`src/rtl/code_dec_pkg.sv`:
```
// Shared types and helpers for the sequenced 2-to-4 code decoder.
// Latency: n/a (types and pure functions only).
// Backpressure: n/a.
package code_dec_pkg;

  typedef enum logic [1:0] {
    IDLE  = 2'd0,
    DRIVE = 2'd1,
    GAP   = 2'd2
  } state_t;

  // 2-bit index to 4-bit one-hot line; also usable as a reference by encoder benches
  function automatic logic [3:0] onehot4(input logic [1:0] code);
    onehot4 = 4'b0001 << code;
  endfunction

endpackage

```
`src/rtl/code_dec_2x4_seq_skid.sv`:
```
// One-entry holding buffer for the next code while the current pulse is driven.
// Latency: a write is visible on pend_valid/pend_code the cycle after the edge.
// Backpressure: ready drops while the entry is occupied; a write wins over a read.
module code_skid_1 (
  input  logic       clk,
  input  logic       rst,
  input  logic       wr_en,
  input  logic [1:0] wr_code,
  input  logic       rd_en,
  output logic       pend_valid,
  output logic [1:0] pend_code,
  output logic       ready
);

  // Entry register: a same-edge write replaces a consumed entry, keeping it valid
  always_ff @(posedge clk) begin
    if (rst) begin
      pend_valid <= 1'b0;
      pend_code  <= 2'd0;
    end else if (wr_en) begin
      pend_valid <= 1'b1;
      pend_code  <= wr_code;
    end else if (rd_en) begin
      pend_valid <= 1'b0;
    end
  end

  // Ready comes from the register only, so upstream sees no path from its own valid
  always_comb begin
    ready = !pend_valid;
  end

endmodule

```
`src/rtl/code_dec_2x4_seq.sv`:
```
// Sequenced 2-to-4 decoder: drives one-hot line for HOLD_CYCLES, then GAP_CYCLES of zeros.
// Latency: code accepted at edge k in IDLE drives cycles k+1..k+HOLD_CYCLES, done in the last.
// Backpressure: in_ready = !pend_valid; one further code may queue while a pulse is running.
module code_dec_2x4_seq
  import code_dec_pkg::*;
#(
  parameter int HOLD_CYCLES = 4,
  parameter int GAP_CYCLES  = 1
) (
  input  logic       clk,
  input  logic       rst,
  input  logic       in_valid,
  input  logic [1:0] in_code,
  output logic       in_ready,
  output logic [3:0] out_onehot,
  output logic       out_active,
  output logic       done
);

  localparam int MAX_CYC = (HOLD_CYCLES > GAP_CYCLES) ? HOLD_CYCLES : GAP_CYCLES;
  localparam int CNT_W   = $clog2(MAX_CYC + 1);
  localparam logic [CNT_W-1:0] HOLD_LD = CNT_W'(HOLD_CYCLES - 1);
  localparam logic [CNT_W-1:0] GAP_LD  = (GAP_CYCLES > 0) ? CNT_W'(GAP_CYCLES - 1) : '0;

  state_t           state, state_nxt;
  logic [CNT_W-1:0] cnt, cnt_nxt;
  logic [1:0]       cur_code, cur_code_nxt;
  logic             accept;
  logic             take_src;
  logic             pend_valid;
  logic [1:0]       pend_code;
  logic             pend_wr;
  logic             pend_rd;

  assign accept = in_valid && in_ready;

  // A code bypasses the buffer when the FSM can start it immediately and nothing is queued
  assign pend_rd = take_src && pend_valid;
  assign pend_wr = accept && (state != IDLE) && !(take_src && !pend_valid);

  code_skid_1 u_skid (
    .clk        (clk),
    .rst        (rst),
    .wr_en      (pend_wr),
    .wr_code    (in_code),
    .rd_en      (pend_rd),
    .pend_valid (pend_valid),
    .pend_code  (pend_code),
    .ready      (in_ready)
  );

  // State, counter and current code registers
  always_ff @(posedge clk) begin
    if (rst) begin
      state    <= IDLE;
      cnt      <= '0;
      cur_code <= 2'd0;
    end else begin
      state    <= state_nxt;
      cnt      <= cnt_nxt;
      cur_code <= cur_code_nxt;
    end
  end

  // Next-state: count down each phase, then pick the next code (queued first, then fresh)
  always_comb begin
    state_nxt    = state;
    cnt_nxt      = cnt;
    cur_code_nxt = cur_code;
    take_src     = 1'b0;
    unique case (state)
      IDLE: begin
        if (accept) begin
          state_nxt    = DRIVE;
          cur_code_nxt = in_code;
          cnt_nxt      = HOLD_LD;
        end
      end
      DRIVE: begin
        if (cnt != '0) begin
          cnt_nxt = cnt - CNT_W'(1);
        end else if (GAP_CYCLES > 0) begin
          state_nxt = GAP;
          cnt_nxt   = GAP_LD;
        end else begin
          take_src = 1'b1;
        end
      end
      GAP: begin
        if (cnt != '0) begin
          cnt_nxt = cnt - CNT_W'(1);
        end else begin
          take_src = 1'b1;
        end
      end
      default: begin
        state_nxt = IDLE;
        cnt_nxt   = '0;
      end
    endcase
    if (take_src) begin
      if (pend_valid) begin
        state_nxt    = DRIVE;
        cur_code_nxt = pend_code;
        cnt_nxt      = HOLD_LD;
      end else if (accept) begin
        state_nxt    = DRIVE;
        cur_code_nxt = in_code;
        cnt_nxt      = HOLD_LD;
      end else begin
        state_nxt = IDLE;
        cnt_nxt   = '0;
      end
    end
  end

  // Outputs decoded from registers only
  always_comb begin
    out_onehot = 4'b0000;
    out_active = 1'b0;
    done       = 1'b0;
    if (state == DRIVE) begin
      out_onehot = onehot4(cur_code);
      out_active = 1'b1;
      done       = (cnt == '0);
    end
  end

endmodule

```
`config.mk`:
```
export PLATFORM = sky130hd
export DESIGN_NAME = code_dec_2x4_seq
export DESIGN_NICKNAME = d
export VERILOG_FILES = /design/src/rtl/code_dec_pkg.sv /design/src/rtl/code_dec_2x4_seq_skid.sv /design/src/rtl/code_dec_2x4_seq.sv
export SDC_FILE = /design/constraint.sdc
export NUM_CORES = 1
export LEC_CHECK = 0
export BUFFER_PORTS_ARGS = -buffer_cell sky130_fd_sc_hd__buf_2
export CORE_AREA = 2 2 39 41
export CTS_CLUSTER_SIZE = 12
export DETAILED_ROUTE_END_ITERATION = 10
export DIE_AREA = 0 0 41 43
export PLACE_DENSITY = 0.69
export REMOVE_ABC_BUFFERS = 1
export SLEW_MARGIN = 30
export SYNTH_ARGS = -nofsm -noshare
export SYNTH_HDL_FRONTEND = slang
export SYNTH_SLANG_ARGS = --single-unit
```
`constraint.sdc`:
```
create_clock -name clk -period 4.13 [get_ports clk]
set_input_delay 0.2065 -clock clk [delete_from_list [all_inputs] [get_ports clk]]
set_output_delay 0.2065 -clock clk [all_outputs]
set_load 0.01 [all_outputs]
```
==> impl_metrics.ini <==
[run_status]
run_status = completed

[synthesis]
netlist_area_um2 = 625.6
ys_types = 29
yosysWarnings = 0
synthTopCellsByArea = dfxtp_1, nand2b_1, nand2_1
syn_area_per_cell_um2 = 8.125
synth_cells = 77
yosysSeqAreaShare = 0.3200
synth_seq_cells = 10
synth_top_area_share = 0.3200
synth_top_area_cell = dfxtp_1

[worst_setup_path]
cp-end-kind = primary output
cp_max_fo = 9
cp-start-kind = register
critical_path_class = reg -> out
worstPathRequired_ns = 3.92
crit_arrival_ns = 1.41

[layout]
antennaDiodeCount = 0
regArea_um2 = 200.2
finish.utilization = 0.5099
layout_common_cells = buf_2, dfxtp_1, nand2b_1, nand2_1, nor2_1
nFillCells = 127
fin_nets = 96
multiInputGateArea_um2 = 375.4
synthToLayoutAreaGrowth_pct = 12.80
final_cells = 104
final_common_cell = buf_2
layout-drive-gt1-share = 0.2273

[sta]
tns_ns = 0
fmax_mhz = 620.4
layout_worst_path_cycle_share = 0.3903
drv_slew = 0
min_period_ns = 1.612
worst_slew_pin_slew_ns = 0.3377
hold_viol = 0
rsz0062_at_grt = no
slew_headroom = 0.7746
finalSetupViolations = 0
worst_hold_slack_ns = 0.2163
skew_ns = 0.003534

[clock_tree]
cts_hold_buf = 0
cts_tree = done
cts_max_path_buffers = 2
cts_made_buffers = 3
clock_sinks = 10
post_cts_resize_count = 0
clk_latency_ns = 0.28
clkTransAtPathRegs_ns = 0.07
cts.htree.levels = 1
post_cts_buffers = 0
cts_root_buffer = clkbuf_4

[global_routing]
grt_pass1_vias = 485
grt_max_degree = 14
grt_overflow_total = 0
antenna_found_initial = 0
grt_use_total = 0.1584
grt_pass1_wl_um = 1869

[route]
drt_wl_total_um = 1124
vias = 533
routed_via_density = 5.125
wire_per_inst_um = 10.81
route.detailed.drc = 0
ant_nets = 0
drt_iter0_drc = 5
drtPass1Iterations = 4

[die]
coreArea_um2 = 1384
io_pins = 12
dieArea_um2 = 1763
die_w_um = 41
die_y_um = 43
row_count = 14
start_util = 0.4521

[placed_design]
gp_congestion = 0.7638
place_hpwl_um = 854.9
port_buffers = 11
dp.cells = 100

[power_and_ir_drop]
p_leak_nw = 0.3150
p_int_mw = 0.2322
combPwrFrac = 0.380
max-vdd-ir-drop_v = 0.0002263
seqPwrFrac = 0.374
p_sw_frac = 0.3703
p_clk_frac = 0.246
power_density_nw_per_um2 = 522.5
switching_power_mw = 0.1365

[run]
drv_cap = 0

[min_path]
hold_class = in -> reg
sequential cells by signal, indices dropped and copies added (netlist names):
register,flops
u_skid.pend_code,2
cnt,3
state,2
cur_code,2
u_skid.pend_valid,1
critical path, stage by stage (launching register included):
cell      delay, ns
dfxtp_1        0.52
nand2b_1       0.21
inv_1          0.09
and3_1         0.18
buf_2          0.13
routing by layer:
layer / vias up / track usage / wire length, µm
met4: 0 / 0.1200 / 40
met2: 11 / 0.2250 / 491
met3: 5 / 0.03141 / 44
met1: 232 / 0.1993 / 549
met5: - / 0 / 0
li1: 285 / - / -
layout make-up:
cell class | count | area share
multi-input combinational | 58 | 0.5319
tap | 16 | 0.02837
sequential | 10 | 0.2837
inverter | 5 | 0.02660
timing repair buffer | 11 | 0.07801
clock buffer | 4 | 0.05142
power by group through the flow:
stage,registers [mW],clock network [mW],logic [mW]
floorplan,0.135,0,0.110
global placement,0.139,0,0.138
detailed placement,0.140,0,0.140
CTS,0.138,0.0914,0.141
global route,0.141,0.0957,0.159
finish,0.138,0.0907,0.140
per-stage QoR:
| step | setup slack, ns | area, µm² | total power [mW] |
|---|---|---|---|
| floorplan | 2.769 | 594.3 | 0.2453 |
| global placement | 2.727 | 669.4 | 0.2772 |
| global route | 2.406 | 705.7 | 0.3955 |
| finish | 2.518 | 705.7 | 0.3687 |
| detailed placement | 2.695 | 669.4 | 0.2795 |
| CTS | 2.519 | 705.7 | 0.3697 |
cell families after synthesis:
logic type / synth area share
buffers and inverters: 0.07999
AND/OR/NAND/NOR: 0.3300
adder cells (fa/ha/maj): 0.03999
multiplexers: 0.03200
flip-flops: 0.3200
XOR/XNOR: 0.01400
AO/OA/AOI/OAI: 0.1840
path summary, 6_finish.rpt:
path,from,end,slack (ns),depth (start not counted)
max reg2reg,cnt[0],cur_code[1],2.67,6
min,in_code[1],u_skid.pend_code[1],0.22,3
min reg2reg,u_skid.pend_code[1],u_skid.pend_code[1],0.47,2
max,state[1],out_onehot[3],2.52,4
synth_stat cells:
library cell	instances
a211oi_1	3
a21boi_2	1
a21oi_1	2
a21oi_4	1
a221o_1	2
a311oi_1	1
a31oi_1	1
and3_1	3
buf_2	1
buf_6	2
clkbuf_1	1
dfxtp_1	10
ha_1	2
inv_1	5
mux2i_1	2
nand2_1	8
nand2b_1	9
nand2b_4	1
nand3_1	2
nand3b_1	2
nor2_1	7
nor2_2	1
nor3_1	2
nor3b_1	1
o21ai_0	3
o21ai_1	1
or2_1	1
or2_2	1
xnor2_1	1
No activity file was read; power rests on OpenSTA's default activity.
